<file path="src/rtl/clock_time_set_if.sv">
// Key, live-counter and preset/blink signals exchanged between the time-setting
// controller (slave side) and its environment (master side).
interface clock_time_set_if;
  logic       key_set;
  logic       key_inc;
  logic       key_dec;
  logic [7:0] cur_hour;
  logic [7:0] cur_min;
  logic [7:0] cur_sec;
  logic       adjust;
  logic       PE;
  logic [7:0] pre_hour;
  logic [7:0] pre_min;
  logic [7:0] pre_sec;
  logic [2:0] blink;

  modport slave (
    input  key_set, key_inc, key_dec, cur_hour, cur_min, cur_sec,
    output adjust, PE, pre_hour, pre_min, pre_sec, blink
  );

  modport master (
    output key_set, key_inc, key_dec, cur_hour, cur_min, cur_sec,
    input  adjust, PE, pre_hour, pre_min, pre_sec, blink
  );
endinterface

</file>
<file path="src/rtl/clock_time_set_ctrl.sv">
// Time-setting controller: freezes the clock counters, edits hour/min/sec with
// inc/dec keys (with auto-repeat), then loads the presets with a one-cycle PE.
module clock_time_set_ctrl #(
  parameter int REPEAT_DLY  = 500,
  parameter int REPEAT_RATE = 100,
  parameter int BLINK_HALF  = 250,
  parameter int TIMEOUT     = 30000
) (
  input  logic              CP,
  input  logic              _CR,
  clock_time_set_if.slave   bus
);

  localparam int REP_MAX = (REPEAT_DLY > REPEAT_RATE) ? REPEAT_DLY : REPEAT_RATE;
  localparam int REP_W   = $clog2(REP_MAX + 1);
  localparam int BLK_W   = $clog2(BLINK_HALF + 1);
  localparam int IDLE_W  = $clog2(TIMEOUT + 1);
  localparam logic [7:0] HOUR_MAX = 8'd23;
  localparam logic [7:0] MS_MAX   = 8'd59;

  typedef enum logic [2:0] {
    ST_RUN, ST_SET_HOUR, ST_SET_MIN, ST_SET_SEC, ST_LOAD
  } state_t;

  state_t              r_state, w_state_nxt;
  logic                r_set_s, r_inc_s, r_dec_s;
  logic                r_set_q, r_inc_q, r_dec_q;
  logic [7:0]          r_pre_hour, r_pre_min, r_pre_sec;
  logic [7:0]          w_hour_nxt, w_min_nxt, w_sec_nxt;
  logic                r_adjust, r_pe;
  logic [2:0]          r_blink, w_blink_nxt;
  logic [BLK_W-1:0]    r_blk_cnt, w_blk_cnt_nxt;
  logic [IDLE_W-1:0]   r_idle, w_idle_nxt;
  logic                r_rep_act, r_rep_dec, r_rep_ph;
  logic                w_rep_act_nxt, w_rep_dec_nxt, w_rep_ph_nxt;
  logic [REP_W-1:0]    r_rep_cnt, w_rep_cnt_nxt, w_rep_lim;
  logic                w_set_p, w_inc_p, w_dec_p, w_rep_held;
  logic                w_activity, w_step, w_up, w_in_set;
  logic [2:0]          w_mask;

  function automatic logic [7:0] f_step(input logic [7:0] v, input logic [7:0] vmax,
                                        input logic up);
    if (up) return (v >= vmax) ? 8'd0 : v + 8'd1;
    return (v == 8'd0) ? vmax : v - 8'd1;
  endfunction

  function automatic logic [7:0] f_clip(input logic [7:0] v, input logic [7:0] vmax);
    return (v > vmax) ? 8'd0 : v;
  endfunction

  assign w_set_p    = r_set_s & ~r_set_q;
  assign w_inc_p    = r_inc_s & ~r_inc_q;
  assign w_dec_p    = r_dec_s & ~r_dec_q;
  assign w_rep_held = r_rep_act & (r_rep_dec ? r_dec_s : r_inc_s);
  assign w_rep_lim  = r_rep_ph ? REP_W'(REPEAT_RATE - 1) : REP_W'(REPEAT_DLY - 1);
  assign w_in_set   = (r_state == ST_SET_HOUR) || (r_state == ST_SET_MIN) ||
                      (r_state == ST_SET_SEC);
  assign w_mask     = (r_state == ST_SET_HOUR) ? 3'b100 :
                      (r_state == ST_SET_MIN)  ? 3'b010 :
                      (r_state == ST_SET_SEC)  ? 3'b001 : 3'b000;

  // NOTE: every signal gets a default first so no path leaves it unassigned (no latches).
  always_comb begin
    w_state_nxt   = r_state;
    w_hour_nxt    = r_pre_hour;
    w_min_nxt     = r_pre_min;
    w_sec_nxt     = r_pre_sec;
    w_blink_nxt   = r_blink;
    w_blk_cnt_nxt = r_blk_cnt;
    w_idle_nxt    = r_idle;
    w_rep_act_nxt = r_rep_act;
    w_rep_dec_nxt = r_rep_dec;
    w_rep_ph_nxt  = r_rep_ph;
    w_rep_cnt_nxt = r_rep_cnt;
    w_activity    = 1'b0;
    w_step        = 1'b0;
    w_up          = 1'b0;

    unique case (r_state)
      ST_RUN: begin
        if (w_set_p) begin
          w_hour_nxt  = f_clip(bus.cur_hour, HOUR_MAX);
          w_min_nxt   = f_clip(bus.cur_min, MS_MAX);
          w_sec_nxt   = f_clip(bus.cur_sec, MS_MAX);
          w_state_nxt = ST_SET_HOUR;
        end
      end
      ST_SET_HOUR, ST_SET_MIN, ST_SET_SEC: begin
        // Set beats inc/dec in the same cycle; simultaneous inc+dec cancels out.
        if (w_set_p) begin
          w_activity  = 1'b1;
          w_state_nxt = (r_state == ST_SET_HOUR) ? ST_SET_MIN :
                        (r_state == ST_SET_MIN)  ? ST_SET_SEC : ST_LOAD;
        end else if (w_inc_p || w_dec_p) begin
          w_activity = 1'b1;
          if (w_inc_p && w_dec_p) begin
            w_rep_act_nxt = 1'b0;
          end else begin
            w_step        = 1'b1;
            w_up          = w_inc_p;
            w_rep_act_nxt = 1'b1;
            w_rep_dec_nxt = w_dec_p;
            w_rep_ph_nxt  = 1'b0;
            w_rep_cnt_nxt = '0;
          end
        end else if (w_rep_held) begin
          if (r_rep_cnt == w_rep_lim) begin
            w_activity    = 1'b1;
            w_step        = 1'b1;
            w_up          = ~r_rep_dec;
            w_rep_ph_nxt  = 1'b1;
            w_rep_cnt_nxt = '0;
          end else begin
            w_rep_cnt_nxt = r_rep_cnt + REP_W'(1);
          end
        end else begin
          w_rep_act_nxt = 1'b0;
          w_rep_ph_nxt  = 1'b0;
          w_rep_cnt_nxt = '0;
        end

        if (w_activity)                          w_idle_nxt  = '0;
        else if (r_idle == IDLE_W'(TIMEOUT - 1)) w_state_nxt = ST_RUN;
        else                                     w_idle_nxt  = r_idle + IDLE_W'(1);
      end
      ST_LOAD: w_state_nxt = ST_RUN;
      default: w_state_nxt = ST_RUN;
    endcase

    if (w_step) begin
      case (r_state)
        ST_SET_HOUR: w_hour_nxt = f_step(r_pre_hour, HOUR_MAX, w_up);
        ST_SET_MIN:  w_min_nxt  = f_step(r_pre_min, MS_MAX, w_up);
        ST_SET_SEC:  w_sec_nxt  = f_step(r_pre_sec, MS_MAX, w_up);
        default: ;
      endcase
    end

    // Any state change restarts blink, idle and repeat tracking from scratch.
    if (w_state_nxt != r_state) begin
      w_blink_nxt   = 3'b000;
      w_blk_cnt_nxt = '0;
      w_idle_nxt    = '0;
      w_rep_act_nxt = 1'b0;
      w_rep_ph_nxt  = 1'b0;
      w_rep_cnt_nxt = '0;
    end else if (w_in_set) begin
      if (r_blk_cnt == BLK_W'(BLINK_HALF - 1)) begin
        w_blk_cnt_nxt = '0;
        w_blink_nxt   = r_blink ^ w_mask;
      end else begin
        w_blk_cnt_nxt = r_blk_cnt + BLK_W'(1);
      end
    end
  end

  // NOTE: state is updated with non-blocking assignments so all registers see
  // pre-edge values; every register here is reset, including the key samplers.
  always_ff @(posedge CP or negedge _CR) begin
    if (!_CR) begin
      r_state    <= ST_RUN;
      r_set_s    <= 1'b1;
      r_inc_s    <= 1'b1;
      r_dec_s    <= 1'b1;
      r_set_q    <= 1'b1;
      r_inc_q    <= 1'b1;
      r_dec_q    <= 1'b1;
      r_pre_hour <= 8'd0;
      r_pre_min  <= 8'd0;
      r_pre_sec  <= 8'd0;
      r_adjust   <= 1'b0;
      r_pe       <= 1'b0;
      r_blink    <= 3'b000;
      r_blk_cnt  <= '0;
      r_idle     <= '0;
      r_rep_act  <= 1'b0;
      r_rep_dec  <= 1'b0;
      r_rep_ph   <= 1'b0;
      r_rep_cnt  <= '0;
    end else begin
      r_state    <= w_state_nxt;
      r_set_s    <= bus.key_set;
      r_inc_s    <= bus.key_inc;
      r_dec_s    <= bus.key_dec;
      r_set_q    <= r_set_s;
      r_inc_q    <= r_inc_s;
      r_dec_q    <= r_dec_s;
      r_pre_hour <= w_hour_nxt;
      r_pre_min  <= w_min_nxt;
      r_pre_sec  <= w_sec_nxt;
      r_adjust   <= (w_state_nxt != ST_RUN);
      r_pe       <= (w_state_nxt == ST_LOAD);
      r_blink    <= w_blink_nxt;
      r_blk_cnt  <= w_blk_cnt_nxt;
      r_idle     <= w_idle_nxt;
      r_rep_act  <= w_rep_act_nxt;
      r_rep_dec  <= w_rep_dec_nxt;
      r_rep_ph   <= w_rep_ph_nxt;
      r_rep_cnt  <= w_rep_cnt_nxt;
    end
  end

  assign bus.adjust   = r_adjust;
  assign bus.PE       = r_pe;
  assign bus.pre_hour = r_pre_hour;
  assign bus.pre_min  = r_pre_min;
  assign bus.pre_sec  = r_pre_sec;
  assign bus.blink    = r_blink;

endmodule

</file>
<file path="src/flat_wrapper.sv">
// flat-port wrapper written by rule: the top's interface ports become plain ports
module clock_time_set_ctrl_flat 
#(
  parameter int REPEAT_DLY  = 500,
  parameter int REPEAT_RATE = 100,
  parameter int BLINK_HALF  = 250,
  parameter int TIMEOUT     = 30000
)
  (CP, _CR, bus_key_set, bus_key_inc, bus_key_dec, bus_cur_hour, bus_cur_min, bus_cur_sec, bus_adjust, bus_PE, bus_pre_hour, bus_pre_min, bus_pre_sec, bus_blink);
  clock_time_set_if bus_i ();
  input  logic CP;
  input  logic _CR;
  input wire logic [$bits(bus_i.key_set)-1:0] bus_key_set;
  input wire logic [$bits(bus_i.key_inc)-1:0] bus_key_inc;
  input wire logic [$bits(bus_i.key_dec)-1:0] bus_key_dec;
  input wire logic [$bits(bus_i.cur_hour)-1:0] bus_cur_hour;
  input wire logic [$bits(bus_i.cur_min)-1:0] bus_cur_min;
  input wire logic [$bits(bus_i.cur_sec)-1:0] bus_cur_sec;
  output wire logic [$bits(bus_i.adjust)-1:0] bus_adjust;
  output wire logic [$bits(bus_i.PE)-1:0] bus_PE;
  output wire logic [$bits(bus_i.pre_hour)-1:0] bus_pre_hour;
  output wire logic [$bits(bus_i.pre_min)-1:0] bus_pre_min;
  output wire logic [$bits(bus_i.pre_sec)-1:0] bus_pre_sec;
  output wire logic [$bits(bus_i.blink)-1:0] bus_blink;
  assign bus_i.key_set = bus_key_set;
  assign bus_i.key_inc = bus_key_inc;
  assign bus_i.key_dec = bus_key_dec;
  assign bus_i.cur_hour = bus_cur_hour;
  assign bus_i.cur_min = bus_cur_min;
  assign bus_i.cur_sec = bus_cur_sec;
  assign bus_adjust = bus_i.adjust;
  assign bus_PE = bus_i.PE;
  assign bus_pre_hour = bus_i.pre_hour;
  assign bus_pre_min = bus_i.pre_min;
  assign bus_pre_sec = bus_i.pre_sec;
  assign bus_blink = bus_i.blink;
  clock_time_set_ctrl #(.REPEAT_DLY(REPEAT_DLY), .REPEAT_RATE(REPEAT_RATE), .BLINK_HALF(BLINK_HALF), .TIMEOUT(TIMEOUT)) u_core (.CP(CP), ._CR(_CR), .bus(bus_i));
endmodule
</file>
<file path="config.mk">
export PLATFORM = sky130hd
export DESIGN_NAME = clock_time_set_ctrl_flat
export DESIGN_NICKNAME = d
export VERILOG_FILES = /design/src/rtl/clock_time_set_if.sv /design/src/rtl/clock_time_set_ctrl.sv /design/src/flat_wrapper.sv
export SDC_FILE = /design/constraint.sdc
export NUM_CORES = 1
export LEC_CHECK = 0
export ABC_AREA = 1
export CAP_MARGIN = 20
export CORE_ASPECT_RATIO = 0.8
export CORE_MARGIN = 10
export CORE_UTILIZATION = 28
export CTS_BUF_LIST = sky130_fd_sc_hd__clkbuf_16
export CTS_CLUSTER_DIAMETER = 30
export CTS_CLUSTER_SIZE = 28
export DETAILED_ROUTE_END_ITERATION = 16
export SLEW_MARGIN = 10
export SYNTH_ARGS = -nofsm -noshare
export SYNTH_HDL_FRONTEND = slang
export SYNTH_SLANG_ARGS = --single-unit
</file>
<file path="constraint.sdc">
create_clock -name CP -period 5.34 [get_ports CP]
set_input_delay 1.068 -clock CP [delete_from_list [all_inputs] [get_ports CP]]
set_output_delay 1.068 -clock CP [all_outputs]
set_load 0.01 [all_outputs]
</file>
=== Word level (Yosys, flattened, before mapping) ===
Index checks and enable logic that the tools add are counted.

* Register bits after elaboration: 73
* Bits of input ports: 29
* Output and inout bits: 29
* Logic and storage cells: 167

* $add $sub $neg: 9
* $lt $le $gt $ge: 6
* Eq/ne operators: 13
* Mux-type cells: 90
* Bitwise gates (word level): 11
* Reductions and logical operators: 19

{| class="wikitable"
|+ Operators with widths
! cell !! count
|-
| 8-bit two-way mux || 30
|-
| 9-bit two-way mux || 8
|-
| 15-bit two-way mux || 4
|-
| 1-bit two-way mux || 36
|-
| 3-bit two-way mux || 11
|-
| 8-bit by 1-bit adder with 8-bit output (second input constant) || 4
|-
| 8-bit zero test || 3
|-
| 8-bit by 1-bit subtractor with 8-bit output (second input constant) || 3
|-
| 8-bit by 6-bit greater-or-equal comparator with 1-bit output (second input constant) || 2
|-
| 8-bit by 6-bit > comparator with 1-bit output (second input constant) || 2
|-
| 15-bit by 1-bit adder with 15-bit output (second input constant) || 1
|-
| 15-bit == test (second input constant) || 1
|-
| 9-bit by 1-bit adder with 9-bit output (second input constant) || 1
|-
| 9-bit == test || 1
|-
| 3-bit inequality test (second input constant) || 3
|-
| 8-bit == test (second input constant) || 1
|-
| 8-bit by 5-bit greater-or-equal comparator with 1-bit output (second input constant) || 1
|-
| 8-bit by 5-bit > comparator with 1-bit output (second input constant) || 1
|-
| 4-bit AND reduction || 2
|-
| 3-bit by 2-bit == test with 1-bit output (second input constant) || 2
|-
| 1-bit inverter || 6
|-
| 3-bit case mux with 2 select lines || 1
|-
| 3-bit AND reduction || 2
|-
| 2-bit nonzero test || 3
|-
| 13 further kinds || 19
|}

=== Longest topological paths before layout ===
* Depth in word-level cells: 13
* Depth in mapped cells: 16
* Mapped depth without buffers: 16

=== Worst setup path after synthesis ===
OpenSTA, ideal clock, no wires.

* Path type: reg-to-reg
* Start point: register u_core.r_dec_s
* End point: register u_core.r_pre_hour[3] (netlist: u_core.bus.pre_hour[3])
* Setup time: 120 ps
* Arrival: 2281 ps
* Data required time: 5220 ps
* Setup slack: 2940 ps
* Stages on the path, launching flop included: 16
* Path through: dfstp_2 > inv_1 > nor2_1 > inv_1 > ha_1 > inv_1 > clkbuf_1 > nand2_1 > a21oi_1 > and2_1 > inv_1 > buf_2 > a31oi_1 > o21ai_0 > o21ai_0 > inv_1

* Longest elaborated chain between the ends: 12

{| class="wikitable"
|+ Ends and longest elaborated chain
! what !! line !! text
|-
| start, declared || clock_time_set_ctrl.sv:26 || <nowiki>logic r_set_s, r_inc_s, r_dec_s;</nowiki>
|-
| start signal, assigned || clock_time_set_ctrl.sv:184 || <nowiki>r_dec_s <= bus.key_dec;</nowiki>
|-
| 1-bit bitwise AND * || clock_time_set_ctrl.sv:53 || <nowiki>assign w_dec_p = r_dec_s & ~r_dec_q;</nowiki>
|-
| net u_core.w_dec_p || clock_time_set_ctrl.sv:37 || <nowiki>logic w_set_p, w_inc_p, w_dec_p, w_rep_held;</nowiki>
|-
| 1-bit logical AND || clock_time_set_ctrl.sv:96 || <nowiki>if (w_inc_p && w_dec_p) begin</nowiki>
|-
| 1-bit two-way mux || clock_time_set_ctrl.sv:96 ||
|-
| 1-bit two-way mux || clock_time_set_ctrl.sv:94 || <nowiki>end else if (w_inc_p || w_dec_p) begin</nowiki>
|-
| 1-bit two-way mux || clock_time_set_ctrl.sv:90 || <nowiki>if (w_set_p) begin</nowiki>
|-
| 1-bit two-way mux || clock_time_set_ctrl.sv:79 || <nowiki>unique case (r_state)</nowiki>
|-
| 1-bit two-way mux || clock_time_set_ctrl.sv:43 || <nowiki>if (up) return (v >= vmax) ? 8'd0 : v + 8'd1;</nowiki>
|-
| 1-bit two-way mux || clock_time_set_ctrl.sv:131 || <nowiki>case (r_state)</nowiki>
|-
| 1-bit two-way mux || clock_time_set_ctrl.sv:130 || <nowiki>if (w_step) begin</nowiki>
|-
| 8-bit two-way mux || clock_time_set_ctrl.sv:44 || <nowiki>return (v == 8'd0) ? vmax : v - 8'd1;</nowiki>
|-
| 8-bit two-way mux || clock_time_set_ctrl.sv:131 ||
|-
| 8-bit two-way mux * || clock_time_set_ctrl.sv:130 ||
|-
| net u_core.w_hour_nxt[3] || clock_time_set_ctrl.sv:29 || <nowiki>logic [7:0] w_hour_nxt, w_min_nxt, w_sec_nxt;</nowiki>
|-
| end signal, assigned || clock_time_set_ctrl.sv:188 || <nowiki>r_pre_hour <= w_hour_nxt;</nowiki>
|-
| end, declared || clock_time_set_ctrl.sv:28 || <nowiki>logic [7:0] r_pre_hour, r_pre_min, r_pre_sec;</nowiki>
|}

The timed path passes the listed nets; every way through them passes the cells marked *. The select of a mux whose other input is x is not followed.
A chain may end at the register's enable or synchronous reset.

=== Worst setup path after layout ===
* Start point: register u_core.r_inc_s
* End point: register u_core.r_pre_min[5] (netlist: u_core.bus.pre_min[5])

* Longest elaborated chain between the ends: 12

{| class="wikitable"
|+ Ends and longest elaborated chain
! what !! line !! text
|-
| start, declared || clock_time_set_ctrl.sv:26 ||
|-
| start signal, assigned || clock_time_set_ctrl.sv:183 || <nowiki>r_inc_s <= bus.key_inc;</nowiki>
|-
| 1-bit two-way mux or 1-bit bitwise AND (tied branches) || clock_time_set_ctrl.sv:54, clock_time_set_ctrl.sv:52 ||
|-
| 1-bit bitwise AND or 1-bit logical AND (tied branches) || clock_time_set_ctrl.sv:54, clock_time_set_ctrl.sv:96 ||
|-
| 1-bit two-way mux, on equally long branches || clock_time_set_ctrl.sv:106, clock_time_set_ctrl.sv:96 ||
|-
| 1-bit two-way mux || clock_time_set_ctrl.sv:94 ||
|-
| 1-bit two-way mux || clock_time_set_ctrl.sv:90 ||
|-
| 1-bit two-way mux || clock_time_set_ctrl.sv:79 ||
|-
| 1-bit two-way mux || clock_time_set_ctrl.sv:43 ||
|-
| 1-bit two-way mux || clock_time_set_ctrl.sv:131 ||
|-
| 1-bit two-way mux || clock_time_set_ctrl.sv:130 ||
|-
| 8-bit two-way mux || clock_time_set_ctrl.sv:44 ||
|-
| 8-bit two-way mux || clock_time_set_ctrl.sv:131 ||
|-
| 8-bit two-way mux * || clock_time_set_ctrl.sv:130 ||
|-
| net u_core.w_min_nxt[5] || clock_time_set_ctrl.sv:29 ||
|-
| end signal, assigned || clock_time_set_ctrl.sv:189 || <nowiki>r_pre_min <= w_min_nxt;</nowiki>
|-
| end, declared || clock_time_set_ctrl.sv:28 ||
|}

Marks and branches as above.

==> results.md <==
* Async S/R FF share, synth at 100.0%
* Max FO, Critical Path at 14
* Nets@finish at 784
* Fin. max-slew vios at 0
* RSZ-0062 raised after global routing: no
* Crit. End Element: flip-flop
* DRT antenna net count at 0
* Clock latency at the later pin of the worst-skew pair at 0.34 ns
* Worst slew pin tran at 0.9479 ns
* Post-Route WL at 13150 µm
* Starting Density at 28.68%
* Power Density at 364.7 nW/µm²
* CP Cell Sequence: inv_1 -> nor2_1 -> inv_1 -> ha_1 -> inv_1 -> nand2_1 -> a21oi_1 -> and2_1 -> inv_1 -> nor2_1 -> inv_1 -> o31ai_1 -> o21ai_1 -> inv_1
* CP Buf/Inv Count at 6
* Area leader, netlist: dfrtp_1
* Worst VDD drop at 0.1722 mV
* Switching portion of total power at 39.65%
* Synth Instances at 681
* Cell Area, Synth at 5015 µm²
* Ys flop type: dfrtp_1
* Met2 wire length at 5375 µm
* Clk_skew at 0.005726 ns
* Routability cong. at 0.8694
* Top routing layer in use: met4
* Layout cells sized above 1 at 7.527%
* Post-Syn Nets at 726
* Pint at 0.001346 W
* Synth top cells by count: inv_1, nand2_1, dfrtp_1, nor2_1, nand3_1
* Synth-to-layout area growth at 21.98%
* First-pass GRT wire length at 22190 µm
* Clock power frac at 29.0%
* PortBufs at 57
* GRT Resource Usage Total at 11.32%
* Final setup margin at 1.953 ns
* Core footprint at 17490 µm²
* Root buf cell: clkbuf_16
* Longest Clk Path Bufs at 2
* CTS H-tree depth at 3
* DRT met1 WL at 6826 µm
* Routed wire per std cell at 13.57 µm
* Max frequency at 295.2 MHz
* Hold Vio Cnt, Final at 0
* Setup slack, reg-to-reg at 1.95 ns
* Net Sw Power at 0.0008847 W
* Die Wd at 169.6 µm
* Slowest cell on the critical path: dfstp_2
* Synth unique cells at 49
* Status: finished clean
* Vias per cell at 4.800
* Worst setup path category: flip-flop to flip-flop
* Sequential share of the synthesized area at 36.58%
* Pre-CTS setup slack at 1.962 ns
* Maxcap violations at 0
* DR vias at 4651
* Clock Sink Count at 73
* Minimum clock period at 3.387 ns
* Die Y at 139.7 µm
* Critical path's largest stage delay at 0.54 ns
* Period utilization at 63.43%
* Top cell type's share of synthesized area at 33.43%
* Met3 WL at 815 µm
* Startpoint types: flip-flop
* Iter 0 DRT Violations at 398
* Final HPWL DP at 9844 µm
* Top post-synthesis cells by area: dfrtp_1, inv_1, nand2_1, nand3_1, nor2_1
* Synth Area per Inst at 7.364 µm²
* Post-CTS Setup Inserts at 0
* Number of global-route vias before repair at 4281
* Remaining global-route overflow at 0
* #FFs+latches synth at 73
* Syn. warnings at 0
* Fillcell total at 1806
* Post_cts resized at 0
* Row count at 43
* Most frequent cell after synthesis: inv_1
* Seq pwr share at 31.8%
* Reg clk slew, reported paths at 0.06 ns
* Worst path arrival time at 3.67 ns
* Antenna violations before repair at 0
* CTS tree: built
* Setup TNS at 0 ns
* Critical path data required time at 5.62 ns
* DRC Markers at 0
* Min-delay worst type: flip-flop to flip-flop
* Largest net degree at the start of global routing at 74
* Router iterations before antenna repair at 5
* I/O pin cnt at 58
* Number of synthesized flops with an enable pin at 0
* Cts bufs inserted at 9
* DIE AREA at 23700 µm²
* WHS at 0.3652 ns
* Worst path most repeated cell: inv_1
* Setup violators final at 0
* Leakage Power at 2.780 nW
* Max_slew headroom at 36.81%
* Worst path top cell family by delay: simple AND/OR/NAND/NOR gates
* Antenna Cells at 0
* Hold buffers post-CTS at 0
* Combinational share of power at 39.2%
==> layout make-up <==
type                       count  area, µm²  area share, %
sequential                    73       1834          29.99
inverter                     130      495.5          8.100
tap                          225      281.5          4.602
clock inverter                 7      93.84          1.534
multi-input combinational    467       2611          42.69
timing repair buffer          58      575.6          9.409
clock buffer                   9      225.2          3.682
==> cell families (layout without fill, tap and decap cells) <==
family                     count (synthesis)  count (layout)  synth area share (%)
AOI/OAI and AO/OA                        121             121                 15.02
xor gates and xnor gates                  25              25                 4.366
adders and majority gates                 16              16                 3.992
buffers and inverters                    141             204                 11.35
DFF                                       73              73                 36.58
and+or+nand+nor                          305             305                 28.69
==> final timing paths <==
check                                        end  cells after the start            from
hold reg to reg                   u_core.r_set_q                      0  u_core.r_set_s
setup reg to reg           u_core.bus.pre_min[5]                     14  u_core.r_inc_s
min in group asynchronous    u_core.r_rep_cnt[3]                      1             _CR
hold / removal                    u_core.r_set_q                      0  u_core.r_set_s
setup / recovery           u_core.bus.pre_min[5]                     14  u_core.r_inc_s
max in group asynchronous  u_core.bus.pre_min[1]                      1             _CR
==> placed cells by master (no fill, tap or decap), types with 5 or more instances in the layout <==
cell | netlist | layout
nor4_1 | 8 | 8
dfstp_2 | 6 | 6
o21ai_0 | 46 | 46
clkbuf_16 | 0 | 9
nand4_1 | 18 | 18
nand2_1 | 115 | 115
nor2_4 | 5 | 5
inv_2 | 5 | 5
ha_1 | 16 | 16
inv_1 | 121 | 121
nor3_1 | 22 | 22
xor2_1 | 18 | 18
nand3_1 | 53 | 53
a21oi_1 | 15 | 15
o21ai_1 | 9 | 9
xnor2_1 | 7 | 7
dfrtp_1 | 67 | 67
o211ai_1 | 6 | 6
o22ai_1 | 17 | 17
clkdlybuf4s50_1 | 0 | 56
nor2_1 | 67 | 67
==> through the flow <==
step	instances	util, %	area, µm²	total power (W)
final	969	34.98	6117	0.002231
after CTS	969	34.98	6117	0.002244
after global routing	969	34.98	6117	0.002398
after floorplan	681	-	5015	0.001296
after detailed placement	953	33.16	5798	0.001583
after global placement	953	33.16	5798	0.001586
==> flip-flops by register name, summed over array words and instances (netlist names), 3 cells and up <==
register,flops
u_core.bus.blink,3
u_core.bus.pre_hour,8
u_core.bus.pre_min,8
u_core.bus.pre_sec,8
u_core.r_blk_cnt,8
u_core.r_idle,15
u_core.r_rep_cnt,9
u_core.r_state,3
==> per-layer routing <==
metal / vias up / track usage, %
li1: 2365 / -
met1: 2156 / 16.39
met2: 118 / 15.62
met3: 12 / 3.335
met4: 0 / 3.227
met5: - / 0
==> power groups by stage <==
| stage | Clock [W] | Combinational, W | Sequential [W] |
|---|---|---|---|
| final | 0.000647 | 0.000874 | 0.000710 |
| after global routing | 0.000691 | 0.000986 | 0.000721 |
| after CTS | 0.000665 | 0.000870 | 0.000709 |
| after detailed placement | 0 | 0.000865 | 0.000718 |
| after global placement | 0 | 0.000868 | 0.000718 |
| after floorplan | 0 | 0.000585 | 0.000711 |
Note: power is estimated with default switching activity, not from simulation.
